==> config.mk <==
export PLATFORM = sky130hd
export DESIGN_NAME = uart_rx_parity
export DESIGN_NICKNAME = d
export VERILOG_FILES = /design/src/rtl/uart_rx_parity.sv
export SDC_FILE = /design/constraint.sdc
export NUM_CORES = 1
export LEC_CHECK = 0
export ABC_AREA = 1
export CAP_MARGIN = 15
export CORE_MARGIN = 8
export CORE_UTILIZATION = 45
export DETAILED_ROUTE_END_ITERATION = 12
export PLACE_DENSITY = 0.65
export SLEW_MARGIN = 40
export SYNTH_ARGS = -nofsm -noshare
export SYNTH_HDL_FRONTEND = slang
export SYNTH_SLANG_ARGS = --single-unit
==> constraint.sdc <==
create_clock -name clk -period 1.8 [get_ports clk]
set_clock_uncertainty 0.2 [all_clocks]
set_input_delay 0.45 -clock clk [delete_from_list [all_inputs] [get_ports clk]]
set_output_delay 0.45 -clock clk [all_outputs]
set_load 0.01 [all_outputs]
==> src/rtl/uart_rx_parity.sv <==
// uart_rx_parity: 8E1 UART receiver with mid-bit sampling and parity/framing status.
// The bit period is count+1 clocks and is latched at start detect, so it always matches the companion transmitter.
module uart_rx_parity (
   input  logic       clk,
   input  logic       rst,
   input  logic [7:0] count,
   input  logic       serial_in,
   output logic [7:0] rx_byte,
   output logic       rx_dv,
   output logic       parity_err,
   output logic       frame_err,
   output logic       rx_active
);

   typedef enum logic [2:0] {
      S_IDLE      = 3'd0,
      S_START     = 3'd1,
      S_DATA      = 3'd2,
      S_PARITY    = 3'd3,
      S_STOP      = 3'd4,
      S_WAIT_HIGH = 3'd5
   } state_t;

   state_t     r_state, w_state_next;
   logic       r_sync1, r_sync2;
   logic [7:0] r_count, w_count_next;
   logic [7:0] r_timer, w_timer_next;
   logic [2:0] r_index, w_index_next;
   logic [7:0] r_shift, w_shift_next;
   logic       r_par_bit, w_par_bit_next;
   logic [7:0] r_rx_byte, w_rx_byte_next;
   logic       r_rx_dv, w_rx_dv_next;
   logic       r_parity_err, w_parity_err_next;
   logic       r_frame_err, w_frame_err_next;

   logic       w_rx_s;
   logic       w_bit_end;
   logic       w_half_hit;

   assign w_rx_s     = r_sync2;
   assign w_bit_end  = (r_timer == r_count);
   assign w_half_hit = (r_timer == {1'b0, r_count[7:1]});

   // The synchronizer resets to the idle-high line level so reset never looks like a start bit
   always_ff @(posedge clk or posedge rst) begin
      if (rst) begin
         r_sync1 <= 1'b1;
         r_sync2 <= 1'b1;
      end else begin
         r_sync1 <= serial_in;
         r_sync2 <= r_sync1;
      end
   end

   always_ff @(posedge clk or posedge rst) begin
      if (rst) begin
         r_state      <= S_IDLE;
         r_count      <= 8'd0;
         r_timer      <= 8'd0;
         r_index      <= 3'd0;
         r_shift      <= 8'd0;
         r_par_bit    <= 1'b0;
         r_rx_byte    <= 8'd0;
         r_rx_dv      <= 1'b0;
         r_parity_err <= 1'b0;
         r_frame_err  <= 1'b0;
      end else begin
         r_state      <= w_state_next;
         r_count      <= w_count_next;
         r_timer      <= w_timer_next;
         r_index      <= w_index_next;
         r_shift      <= w_shift_next;
         r_par_bit    <= w_par_bit_next;
         r_rx_byte    <= w_rx_byte_next;
         r_rx_dv      <= w_rx_dv_next;
         r_parity_err <= w_parity_err_next;
         r_frame_err  <= w_frame_err_next;
      end
   end

   always_comb begin
      w_state_next      = r_state;
      w_count_next      = r_count;
      w_timer_next      = r_timer + 8'd1;
      w_index_next      = r_index;
      w_shift_next      = r_shift;
      w_par_bit_next    = r_par_bit;
      w_rx_byte_next    = r_rx_byte;
      w_rx_dv_next      = 1'b0;
      w_parity_err_next = r_parity_err;
      w_frame_err_next  = r_frame_err;

      case (r_state)
         S_IDLE: begin
            w_timer_next = 8'd0;
            if (!w_rx_s) begin
               w_state_next = S_START;
               w_count_next = count;
            end
         end
         S_START: begin
            // A start bit that is already high again at its midpoint was a glitch
            if (w_half_hit) begin
               w_timer_next = 8'd0;
               w_index_next = 3'd0;
               w_state_next = w_rx_s ? S_IDLE : S_DATA;
            end
         end
         S_DATA: begin
            if (w_bit_end) begin
               w_timer_next = 8'd0;
               w_shift_next = {w_rx_s, r_shift[7:1]};
               w_index_next = r_index + 3'd1;
               if (r_index == 3'd7) begin
                  w_state_next = S_PARITY;
               end
            end
         end
         S_PARITY: begin
            if (w_bit_end) begin
               w_timer_next   = 8'd0;
               w_par_bit_next = w_rx_s;
               w_state_next   = S_STOP;
            end
         end
         S_STOP: begin
            if (w_bit_end) begin
               w_timer_next      = 8'd0;
               w_rx_byte_next    = r_shift;
               w_parity_err_next = (^r_shift) ^ r_par_bit;
               w_frame_err_next  = ~w_rx_s;
               w_rx_dv_next      = 1'b1;
               // A low stop bit means break or held-low line: wait for idle before rearming
               w_state_next      = w_rx_s ? S_IDLE : S_WAIT_HIGH;
            end
         end
         S_WAIT_HIGH: begin
            w_timer_next = 8'd0;
            if (w_rx_s) begin
               w_state_next = S_IDLE;
            end
         end
         default: begin
            w_state_next = S_IDLE;
            w_timer_next = 8'd0;
         end
      endcase
   end

   assign rx_byte    = r_rx_byte;
   assign rx_dv      = r_rx_dv;
   assign parity_err = r_parity_err;
   assign frame_err  = r_frame_err;
   assign rx_active  = (r_state == S_START) || (r_state == S_DATA) ||
                       (r_state == S_PARITY) || (r_state == S_STOP);

endmodule

==> results.md, run 1 <==
- RR Endpoint: r_timer[0]
- Clk sinks: 44
- Post-cts hold buffer count: 0
- Syn Std Cell Area: 2381 um2
- Layout Nets: 379
- Syn avg cell area: 7.884 um2
- Vias after detailed routing: 2037
- Diode count: 0
- I/O pins: 23
- Final Worst Setup Slack: -0.1190 ns
- Setup WS pre-CTS: -0.3348 ns
- DRC Markers: 0
- R2r startpoint: r_timer[1]
- Final period utilization: 106.6%
- Met3 GRT Util: 2.507%
- Die X: 88.74 um
- Final setup vio count: 17
- Violated checks: setup timing
- CTS tree: built
- Syn. warnings: 0
- Status: finished with violations
- Hold Fails Final Rpt: 0
- CP Launch Point: r_state[0]
- Die Height: 88.74 um
- Gate Count Post-Synth: 302
- Top Usage Layer GRT: met2
- DIE AREA: 7875 um2
- PortBufs: 22
- Overflow after GRT: 0
- Initial antenna violation count: 0
- Seq/Total Area, Yosys: 46.35%
- Achievable frequency: 521.1 MHz
- Core area: 5107 um2
- Clock Pin Slew Worst Setup and Hold Paths: 0.09 ns
- Multi-input logic area: 1294 um2
- Fin. max-slew vios: 0
- Routability cong.: 0.8343
- Unrepaired setup endpoints after global routing: yes
- Syn Nets: 316
- Finished Core Util: 66.10%
- Pleak: 1.668 nW
- GR Layer Usage met2: 21.02%
- WP buf/inv: 2
- Critical path data arrival time: 1.27 ns
- Via density: 4.672
- CTS H-Tree Depth: 2
- FF+latch count, synth: 44
- First-pass GRT wire length: 8204 um
- CTS buffer count: 5
- Cell Rows: 26
- Met1 Track Usage GR: 17.02%
- R2r setup slk: -0.03 ns
- Critical path endpoint: rx_active
- # fillers: 435
- Cell depth of the worst flop-to-flop path: 10
- Hold_ws: 0.1591 ns
- Worst Tran Pin Value: 0.2829 ns
- GRT Util Overall: 12.98%
- Maximum vdd drop: 0.0009980 V
- Sequential Area: 1110 um2
- DR WL/cell: 12.71 um
- Most frequent cells in the layout: 82 x nand2_1, 37 x dfrtp_1, 28 x nand2_2, 24 x buf_4, 20 x inv_1
- Final ANT Viol Nets: 0
- CP required: 1.15 ns
- Clock Tree Root: clkbuf_8
- Initial DRC count: 118
- Crit end category: primary output
- Non-Filler Instances: 436
- Most common cell after layout, fill and taps aside: nand2_1
- Post-route minimum period: 1.919 ns
- P per Cell Area: 1083 nW/um2
- Area delta synth->final: 41.78%
- Total length of routed wires: 5543 um
- Crit path max-delay cell type: dfrtp_2
- Critical path class: reg -> out
- Unique cell type count in the Yosys netlist: 26
- Levels on crit path: 5
- Slew HR: 81.07%
- Type of the worst min-delay path: reg -> reg
- Family with the most delay on the worst path: flip-flops
- Clock buffer depth: 2
- Share of post-route cells with drive strength above 1: 40.44%
- Max_cap viols: 0
- Post-DP HPWL: 3500 um
- Clk Latency, worst-skew pair: 0.29 ns
- CP cell instances: inv_2 > nor3_4 > nor2_2 > nand3_1 > buf_2
- Worst setup SP type: flop
- Crit path max fanout: 4
- Largest net degree at the start of global routing: 45
- DRT Pass-1 Iters: 4
- Initial Util: 46.62%
- Vias in the first global route: 1821
- Post-Place Cells: 410
- CP max stage delay: 0.44 ns
-- metal layers --
metal  vias up  wire, um  share of wire, %
met5         -         0                 0
met3         4       154               2.8
li1       1062         -                 -
met1       946      2635                48
met4         0        48              0.87
met2        25      2704                49
-- synthesized netlist by cell type --
cell,count,area [um2]
nand2_1,111,416.7
dfrtp_1,42,1051
inv_1,33,123.9
nor2_1,25,93.84
o21ai_2,17,148.9
a21oi_1,15,75.07
nand3_1,13,65.06
xor2_1,7,61.31
inv_2,5,18.77
xnor2_1,5,43.79
buf_6,3,33.78
ha_1,3,37.54
nand2_2,3,18.77
nor3_1,3,15.01
o21ai_0,3,15.01
buf_2,2,10.01
dfstp_2,2,52.55
nor2_4,2,22.52
a21boi_0,1,7.510
a21oi_4,1,16.27
nand3b_1,1,7.510
nor2_2,1,6.260
nor3_2,1,10.01
nor3_4,1,16.27
o31ai_1,1,7.510
or2_2,1,6.260
-- timing repair --
item / 4_1_cts / 5_1_grt
buffers inserted: 2 / 11
pin swaps: 1 / 28
setup endpoints to repair: 21 / 27
cloned: 0 / 5
gates resized for setup: 21 / 85
endpoints found under the hold margin: 0 / 0
-- worst reg2reg max path, stage by stage, from the launching register on --
cell	delay, ns
dfrtp_1	0.43
inv_1	0.11
nand2_1	0.09
nand2_2	0.07
nor2_4	0.08
nand2_2	0.07
nor2_4	0.18
nor2_4	0.05
nor2_4	0.19
buf_6	0.18
a21oi_2	0.07
-- how the worst min path moves through the flow --
stage,from,cells past startpoint,slack (ns),end
floorplan,r_sync1,0,0.15,r_sync2
global placement,r_sync1,0,0.15,r_sync2
detailed placement,r_sync1,0,0.15,r_sync2
CTS,r_sync1,0,0.16,r_sync2
global route,r_sync1,0,0.17,r_sync2
finish,r_sync1,0,0.16,r_sync2
-- sequential cells by signal, indices dropped and copies added, names as in the netlist --
signal	count
r_count	8
r_sync2	1
rx_byte	8
rx_dv	1
frame_err	1
parity_err	1
r_state	3
r_timer	8
r_shift	8
r_index	3
r_sync1	1
r_par_bit	1
-- per-stage QoR --
| stage | total power, mW | TNS (ns) | area (um2) |
|---|---|---|---|
| after floorplan | 2.128 | 0 | 2381 |
| after global placement | 2.504 | -0.2454 | 2840 |
| after detailed placement | 2.529 | -0.3700 | 2840 |
| after CTS | 3.219 | -0.1406 | 2947 |
| after global routing | 3.912 | -2.845 | 3376 |
| final | 3.657 | -0.3167 | 3376 |
-- cells by family after synthesis --
| logic type | count (synthesis) | synth area share, % |
|---|---|---|
| and+or+nand+nor | 162 | 28.48 |
| DFF | 44 | 46.35 |
| buffers and inverters | 43 | 7.830 |
| AOI/OAI and AO/OA | 38 | 11.35 |
| xor gates and xnor gates | 12 | 4.414 |
| adders and majority gates | 3 | 1.577 |
-- cell type report --
| class | instances | share of cell area, % |
|---|---|---|
| flip-flops and latches | 44 | 32.88 |
| multi-input cells | 215 | 38.32 |
| repair buffers | 61 | 18.72 |
| well taps | 70 | 2.595 |
| clock inverters | 2 | 0.4448 |
| inverters | 38 | 4.596 |
| clock buffers | 6 | 2.446 |
-- where the power goes --
| part | internal, mW | switching [mW] | total, mW |
|---|---|---|---|
| registers | 1.14 | 0.181 | 1.32 |
| clock network | 0.311 | 0.354 | 0.666 |
| logic | 0.723 | 0.951 | 1.67 |
Note: power is estimated with default switching activity, not from simulation.
==> run 2, diff against run 1 <==
--- a/config.mk
+++ b/config.mk
@@ -7,7 +7,6 @@
 export LEC_CHECK = 0
 export ABC_AREA = 1
 export CAP_MARGIN = 15
-export CORE_MARGIN = 8
 export CORE_UTILIZATION = 45
 export DETAILED_ROUTE_END_ITERATION = 12
 export PLACE_DENSITY = 0.65
==> results.md, run 2 (same netlist as run 1, synthesis figures left out) <==
- Achievable frequency: 523.3 MHz (was 521.1 MHz)
- Fin. max-slew vios: 0 (unchanged)
- Most frequent cells in the layout: 103 x nand2_1, 35 x dfrtp_1, 25 x buf_4, 21 x inv_1, 19 x nor2_1 (was 82 x nand2_1, 37 x dfrtp_1, 28 x nand2_2, 24 x buf_4, 20 x inv_1)
- Crit end category: primary output (unchanged)
- Clock buffer depth: 2 (unchanged)
- Total length of routed wires: 4704 um (was 5543 um)
- Post-route minimum period: 1.911 ns (was 1.919 ns)
- P per Cell Area: 1121 nW/um2 (was 1083 nW/um2)
- Crit path max fanout: 4 (unchanged)
- DRT Pass-1 Iters: 4 (unchanged)
- Type of the worst min-delay path: reg -> reg (unchanged)
- Initial DRC count: 114 (was 118)
- Setup Total Neg Slack: -0.1108 ns (was -0.3167 ns)
- Initial antenna violation count: 0 (unchanged)
- Layout Nets: 370 (was 379)
- Violated checks: setup timing (unchanged)
- Clock Pin Slew Worst Setup and Hold Paths: 0.08 ns (was 0.09 ns)
- Diode count: 0 (unchanged)
- R2r startpoint: r_timer[5] (was r_timer[1])
- Cell depth of the worst flop-to-flop path: 10 (unchanged)
- Overflow after GRT: 0 (unchanged)
- Final setup vio count: 1 (was 17)
- Die Height: 74.74 um (was 88.74 um)
- Maximum vdd drop: 0.0007196 V (was 0.0009980 V)
- Non-Filler Instances: 427 (was 436)
- Sequential Area: 1112 um2 (was 1110 um2)
- Area delta synth->final: 30.74% (was 41.78%)
- Clk Latency, worst-skew pair: 0.30 ns (was 0.29 ns)
- I/O pins: 23 (unchanged)
- Clk sinks: 44 (unchanged)
- # fillers: 475 (was 435)
- CP required: 1.15 ns (about the same)
- Critical path data arrival time: 1.26 ns (was 1.27 ns)
- First-pass GRT wire length: 7728 um (was 8204 um)
- Die X: 74.74 um (was 88.74 um)
- DIE AREA: 5586 um2 (was 7875 um2)
- DRC Markers: 0 (unchanged)
- PortBufs: 22 (unchanged)
- Pleak: 1.550 nW (was 1.668 nW)
- Critical path class: reg -> out (unchanged)
- Initial Util: 46.62% (unchanged)
- Vias after detailed routing: 1971 (was 2037)
- Multi-input logic area: 1190 um2 (was 1294 um2)
- DR WL/cell: 11.02 um (was 12.71 um)
- CP Launch Point: r_state[1] (was r_state[0])
- Hold_ws: 0.1623 ns (was 0.1591 ns)
- Status: finished with violations (unchanged)
- Final ANT Viol Nets: 0 (unchanged)
- Clock Tree Root: clkbuf_8 (unchanged)
- Unrepaired setup endpoints after global routing: yes (unchanged)
- CTS buffer count: 5 (unchanged)
- Placed instance area: 2833 um2 (was 2840 um2)
- Setup WS pre-CTS: -0.3498 ns (was -0.3348 ns)
- Max_cap viols: 0 (unchanged)
- Slew HR: 84.50% (was 81.07%)
- Final period utilization: 106.2% (was 106.6%)
- Hold Fails Final Rpt: 0 (unchanged)
- Post-Place Cells: 409 (was 410)
- Post-DP HPWL: 3378 um (was 3500 um)
- Worst setup SP type: flop (unchanged)
- Finished Cell Area: 3113 um2 (was 3376 um2)
- Critical path endpoint: rx_active (unchanged)
- Via density: 4.616 (was 4.672)
- CTS tree: built (unchanged)
- Most common cell after layout, fill and taps aside: nand2_1 (unchanged)
- GRT Util Overall: 18.42% (was 12.98%)
- Final Worst Setup Slack: -0.1108 ns (was -0.1190 ns)
- Share of post-route cells with drive strength above 1: 31.93% (was 40.44%)
- Worst Tran Pin Value: 0.2307 ns (was 0.2829 ns)
- Core area: 5107 um2 (unchanged)
- R2r setup slk: 0.02 ns (was -0.03 ns)
- CTS H-Tree Depth: 2 (unchanged)
- Post-cts hold buffer count: 0 (unchanged)
- Routability cong.: 0.8765 (was 0.8343)
- Vias in the first global route: 1733 (was 1821)
- RR Endpoint: r_timer[4] (was r_timer[0])
- Cell Rows: 26 (unchanged)
- Largest net degree at the start of global routing: 37 (was 45)
[run 2: changes by cell type in the layout (fill, tap and decap cells not counted), moves of 2 or more]
cell       change
nor2_1         +4
clkbuf_16      -4
dfrtp_1        -2
buf_6          -5
nand2_1       +21
nor2_4         -3
nand2_2       -18
dfrtp_2        +2
nand2_4        -3
[run 2: power breakdown]
group / switching (mW) / internal [mW] / total, mW
logic: 0.857 / 0.666 / 1.52
registers: 0.167 / 1.14 / 1.30
clock network: 0.352 / 0.311 / 0.663
total: 1.38 / 2.11 / 3.49
[run 2: stage by stage]
step / util [%] / power, mW
2_1_floorplan: - / 2.128
3_3_place_gp: 55.46 / 2.521
3_5_place_dp: 55.46 / 2.551
4_1_cts: 57.57 / 3.253
5_1_grt: 60.95 / 3.758
6_report: 60.95 / 3.490
[run 2: worst min-delay path by stage]
stage,startpoint,end,cells past startpoint
final,r_sync1,r_sync2,0
after global routing,r_sync1,r_sync2,0
after CTS,r_sync1,r_sync2,0
after detailed placement,r_sync1,r_sync2,0
after global placement,r_sync1,r_sync2,0
after floorplan,r_sync1,r_sync2,0
[run 2: cell type report]
| cell class | instances | share of cell area [%] |
|---|---|---|
| flip-flops and latches | 44 | 35.73 |
| clock inverters | 2 | 0.4823 |
| repair buffers | 52 | 15.35 |
| well taps | 70 | 2.814 |
| inverters | 38 | 4.743 |
| clock buffers | 6 | 2.653 |
| multi-input cells | 215 | 38.22 |
[run 2: critical path: stages (launching register included)]
cell     delay (ns)
dfrtp_2        0.45
inv_4          0.07
nor3_4         0.20
inv_2          0.07
nand3_2        0.08
buf_6          0.10
[run 2: repair_timing]
| action | CTS | global route |
|---|---|---|
| pin swaps | 2 | 14 |
| hold endpoints to repair | 0 | 0 |
| setup endpoints to repair | 18 | 34 |
| buffers inserted | 1 | 10 |
| resized for setup | 24 | 42 |
[run 2: per-layer routing]
| layer | routed length (um) | global-route usage [%] |
|---|---|---|
| met3 | 110 | 4.016 |
| met5 | 0 | 0 |
| met2 | 2160 | 28.43 |
| met1 | 2378 | 25.81 |
| met4 | 55 | 6.080 |
==> RTL edit 1 (flow settings as in run 2) <==
Encoding of `state_t`: now one-hot (6 bits for 6 states).
--- a/src/rtl/uart_rx_parity.sv
+++ b/src/rtl/uart_rx_parity.sv
@@ -12,13 +12,13 @@
    output logic       rx_active
 );
 
-   typedef enum logic [2:0] {
-      S_IDLE      = 3'd0,
-      S_START     = 3'd1,
-      S_DATA      = 3'd2,
-      S_PARITY    = 3'd3,
-      S_STOP      = 3'd4,
-      S_WAIT_HIGH = 3'd5
+   typedef enum logic [5:0] {
+      S_IDLE      = 6'b000001,
+      S_START     = 6'b000010,
+      S_DATA      = 6'b000100,
+      S_PARITY    = 6'b001000,
+      S_STOP      = 6'b010000,
+      S_WAIT_HIGH = 6'b100000
    } state_t;
 
    state_t     r_state, w_state_next;
Behaviour: no difference found for any inputs over 10 cycles, from zero or initial values and one cycle with rst high; not proved beyond that.
==> RTL edit 1 against run 2 <==
The flow still finishes with violations (setup timing). Area after synthesis increased by 3.4%. Core utilization increased by 0.23 points. Worst setup slack got worse by 0.12 ns. Non-clock buffer count decreased by 5. Largest cell class unchanged. Sequential cell count increased by 3. Total power decreased by 7.3%. Via count increased by 3.7%. Cell area increased by 1.6%. Wire length increased by 3.3%. Sequential share of layout area increased by 1.6 points.
==> RTL edit 1: results (changes against run 2) <==
The run finished, with violations left. The final reports fail on setup timing. The maximum fanout along the worst path came out at 4 (unchanged). The total number of nets in the final design came out at 367 (-0.81%).

By count the netlist is led by nand2_1 (95), dfrtp_1 (44), inv_1 (37). In this run the worst setup path terminates at rx_active. The peak supply drop is 791.5 uV (+10%).

The deepest clock path buffer count is 2 (unchanged). The wire length of the first global-routing pass came to 8.162 mm (+5.6%). The share of the yosys chip area belonging to registers came out at 47.94% (+1.6 points).

The overall via count from detail_route came to 2044 (+3.7%). The share of synthesized flip-flops with an asynchronous set or reset is 100.0% (unchanged). The start point of the critical path is r_state[0]. On the critical path, the stage with the largest delay is an instance of dfstp_2. The slack of the critical path is -0.2322 ns (-0.1214 ns).

The number of unique standard cell types used by synthesis came out at 29 (+12%). The mean instance size in the synthesized netlist came out at 8.096 sq um (+2.7%). By area the synthesized netlist is led by dfrtp_1 (45%), nand2_1 (14%), inv_1 (5.6%), nor2_1 (4.1%), nand3_1 (3.5%). In this run the critical register-to-register path is captured at r_state[3]. The net count after synthesis came to 318 (+0.63%).

The cell count after placement came out at 406 (-0.73%). The reg-to-reg setup timing slack came out at 0.03 ns. The critical path's largest stage delay is 0.57 ns (+0.12 ns). The dominant register cell in the synthesized netlist is dfrtp_1. The largest delay contributor family on the critical path is flip-flops. The relative max-transition margin came to 83.49% (-1.0 points).

The maximum number of pins on one net before global-route repair is 48 (+30%). The final cell count without fillers was 424 (-0.70%). The count of TritonRoute iterations in the first routing pass was 4 (unchanged). The reg-to-reg critical path startpoint is r_state[2].

The leakage dissipation is 1.724 nW (+11%). The number of global-route vias before repair is 1837 (+6.0%). The number of DRC violations after detailed-routing iteration 0 is 154 (+35%). The accumulated negative setup slack came out at -0.2322 ns (-0.1214 ns). The cell chosen for the clock root is clkbuf_8.

The number of CTS-inserted buffers came out at 5 (unchanged). The final setup violation count is 1 (unchanged). The worst slack at placement is -0.3658 ns (-0.01600 ns). The H-tree depth came out at 2 (unchanged). The count of port buffers added during placement came out at 22 (unchanged). The global router's overall resource usage came out at 17.83% (-0.59 points). The critical path arrival is 1.38 ns (+0.12 ns). The class of the worst hold path is reg -> reg.

The count of synthesis-stage warnings from yosys came to 0 (unchanged). The number of cell instances on the worst register-to-register path is 10 (unchanged). The post-CTS clock slew at the launch and capture registers of the worst setup and hold paths is 0.09 ns. The fraction of final layout cells sized beyond drive strength 1 came out at 21.75% (-10 points).

The number of antenna diodes is 0 (unchanged). The total detailed-routing wirelength is 4.861 mm (+3.3%). The detailed placement HPWL came out at 3.342 mm (-1.0%).

The total placed instance area was 0.002863 sq mm (+1.1%). The final estimated routing congestion in global placement is 0.8236 (-6.0%).
## RTL edit 1: cell count changes after synthesis, sizes merged, moves of 6 or more
cell	change
nand2	-18
nand3	+6
nand4	+6
nor2	+6
## RTL edit 1: area by class of cell
class,instances,area [sq um]
sequential,47,1181
clock buffer,6,82.58
clock inverter,2,35.03
multi-input combinational,212,1185
inverter,40,157.7
fill,472,2008
tap,70,87.58
timing repair buffer,47,435.4
## RTL edit 1: cells by family (layout without fill, tap and decap cells)
group	after synthesis	in the layout	share of synthesized area (%)
buffers and inverters	48	95	8.897
AOI/OAI and AO/OA	34	34	8.236
adders and majority gates	3	3	1.525
DFF	47	47	47.94
and+or+nand+nor	162	165	29.54
xor gates and xnor gates	10	10	3.864
## RTL edit 1: what timing repair did
item	CTS	global route
setup endpoints to repair	12	36
hold endpoints to repair	0	0
pin swaps	4	18
gates cloned	0	3
buffers inserted	0	7
gates resized for setup	22	28
## RTL edit 1: how the worst min path moves through the flow
stage | slack (ns) | endpoint | cells after the start | start
after floorplan | 0.15 | r_sync2 | 0 | r_sync1
final | 0.16 | r_sync2 | 0 | r_sync1
after global routing | 0.16 | r_sync2 | 0 | r_sync1
after global placement | 0.15 | r_sync2 | 0 | r_sync1
after CTS | 0.16 | r_sync2 | 0 | r_sync1
after detailed placement | 0.15 | r_sync2 | 0 | r_sync1
## RTL edit 1: report_power, final
part           internal (mW)  switching [mW]
clock                  0.449           0.350
combinational          0.478           0.624
sequential              1.20           0.129
## RTL edit 1: per-layer routing
layer / GRT usage [%] / up-vias / routed length (um)
met5: 0 / - / 0
met4: 7.500 / 0 / 85
met3: 3.614 / 10 / 181
met2: 27.91 / 38 / 2247
met1: 24.12 / 940 / 2345
li1: - / 1056 / -
==> RTL edit 2 (flow settings as in run 2) <==
Made on the original files. `r_rx_byte` no longer has a reset.
--- a/src/rtl/uart_rx_parity.sv
+++ b/src/rtl/uart_rx_parity.sv
@@ -60,7 +60,6 @@
          r_index      <= 3'd0;
          r_shift      <= 8'd0;
          r_par_bit    <= 1'b0;
-         r_rx_byte    <= 8'd0;
          r_rx_dv      <= 1'b0;
          r_parity_err <= 1'b0;
          r_frame_err  <= 1'b0;
@@ -71,11 +70,14 @@
          r_index      <= w_index_next;
          r_shift      <= w_shift_next;
          r_par_bit    <= w_par_bit_next;
-         r_rx_byte    <= w_rx_byte_next;
          r_rx_dv      <= w_rx_dv_next;
          r_parity_err <= w_parity_err_next;
          r_frame_err  <= w_frame_err_next;
       end
+   end
+
+   always_ff @(posedge clk) begin
+      r_rx_byte <= w_rx_byte_next;
    end
 
    always_comb begin
Behaviour: no difference found for any inputs over 10 cycles, from zero or initial values and one cycle with rst high; that may be too few to reach the edited logic, so the function may still have changed.
==> RTL edit 2 against run 2 <==
The run still ends with setup timing left. Worst setup slack got worse by 0.038 ns. Area after synthesis down 4.7%. Cell area rose by 2.4%. Sequential share of layout area up 0.41 points. Sequential cell count stayed put. Total power grew 8.1%. Wire length up 3.9%. Die area shrank 4.5%. Critical endpoint unchanged. Largest cell class is now flip-flops and latches.
==> RTL edit 2: results (changes against run 2) <==
The filler cell count is 412 (-13%). The count of flip-flops with a built-in enable after synthesis is 8 (+8). The relative max-transition margin came out at 81.51% (-3.0 points). The detailed placement HPWL was 3.275 mm (-3.1%). The reg-to-reg critical path startpoint is r_count[6]. The run finished, with violations left. The leakage dissipation came out at 1.536 nW (-0.90%). The met1 wire length was 2.272 mm (-4.5%).

The amount of wire on met2 after detailed routing came to 2.405 mm (+11%). The slack of the critical path is -0.1493 ns (-0.03849 ns). The sequential fraction of total cell area is 36.15% (+0.41 points). The multi-input combinational cell count was 204 (-5.1%).

The overall via count from detail_route came out at 1978 (+0.36%). The fraction of final layout cells sized beyond drive strength 1 came out at 37.25% (+5.3 points). The number of DRC violations after detailed-routing iteration 0 is 89 (-22%).

The wire length of the first global-routing pass came out at 8.086 mm (+4.6%). The net load switching power came to 1.443 mW (+4.9%). The final estimated routing congestion in global placement is 0.8236 (-6.0%). The final setup violation count is 1 (unchanged). The total detailed-routing wirelength came out at 4.886 mm (+3.9%). The met3 demand-to-capacity share in global routing is 4.144% (+0.13 points). The layout buffer count excluding clock buffers is 62 (+19%). The met1 global-route usage came to 25.02% (-0.79 points). The checks that failed: setup timing.

The number of global-route vias before repair is 1833 (+5.8%). The number of inverters outside the clock class in the layout is 31 (-18%). The peak supply drop is 1026 uV (+43%). The detailed-routed wire length on met3 is 126 um (+15%). The number of instances resized during post-cts repair is 18 (-25%). The number of buffers inserted by post-CTS setup repair is 6 (+5). The share of the yosys chip area belonging to registers came out at 50.39% (+4.0 points).

The buffering overhead came out at 17.35% (+2.0 points). The share of synthesized flip-flops with an asynchronous set or reset came out at 81.82% (-18 points). The critical path arrival was 1.30 ns (+0.04 ns).

Counting instances in the post-synthesis netlist gives the leading cell types as nand2_1 (109), dfrtp_1 (34), nor2_1 (24). The net count after synthesis is 296 (-6.3%). The class of the worst hold path is reg -> reg. The number of unique standard cell types used by synthesis is 29 (+12%).
RTL edit 2: cell types whose count changed after synthesis, moves of 5 or more:
cell | before | now
o21ai_2 | 17 | 1
inv_1 | 33 | 22
dfrtp_1 | 42 | 34
edfxtp_1 | 0 | 8
nand3_1 | 13 | 18
RTL edit 2: power groups by stage:
stage	Sequential, mW	Clock (mW)	Combinational, mW
3_5_place_dp	1.32	0	1.28
6_report	1.33	0.784	1.66
2_1_floorplan	1.29	0	0.848
5_1_grt	1.35	0.832	1.86
3_3_place_gp	1.31	0	1.26
4_1_cts	1.30	0.802	1.32
RTL edit 2: worst paths after layout:
check / to / slack, ns / depth (start not counted)
max in group asynchronous: r_sync2 / 0.85 / 3
max reg2reg: r_shift[6] / 0.01 / 9
min in group asynchronous: r_timer[6] / 0.29 / 3
max: rx_active / -0.15 / 5
min: r_sync2 / 0.16 / 0
min reg2reg: r_sync2 / 0.16 / 0
RTL edit 2: stage by stage:
stage	cell area [sq um]	setup WS [ns]	instances
4_1_cts	2887	-0.1280	404
2_1_floorplan	2270	0.1347	282
3_5_place_dp	2740	-0.2653	390
6_report	3188	-0.1493	416
3_3_place_gp	2740	-0.2166	390
5_1_grt	3188	-0.2332	416
RTL edit 2: cell families (layout without fill, tap and decap cells):
| logic type | Yosys count | in the layout | share of synthesized area [%] |
|---|---|---|---|
| XOR/XNOR | 12 | 12 | 4.631 |
| buffers and inverters | 34 | 101 | 6.450 |
| AO/OA/AOI/OAI | 24 | 24 | 5.844 |
| adder cells (fa/ha/maj) | 3 | 3 | 1.654 |
| flip-flops | 44 | 44 | 50.39 |
| AND/OR/NAND/NOR | 165 | 165 | 31.04 |
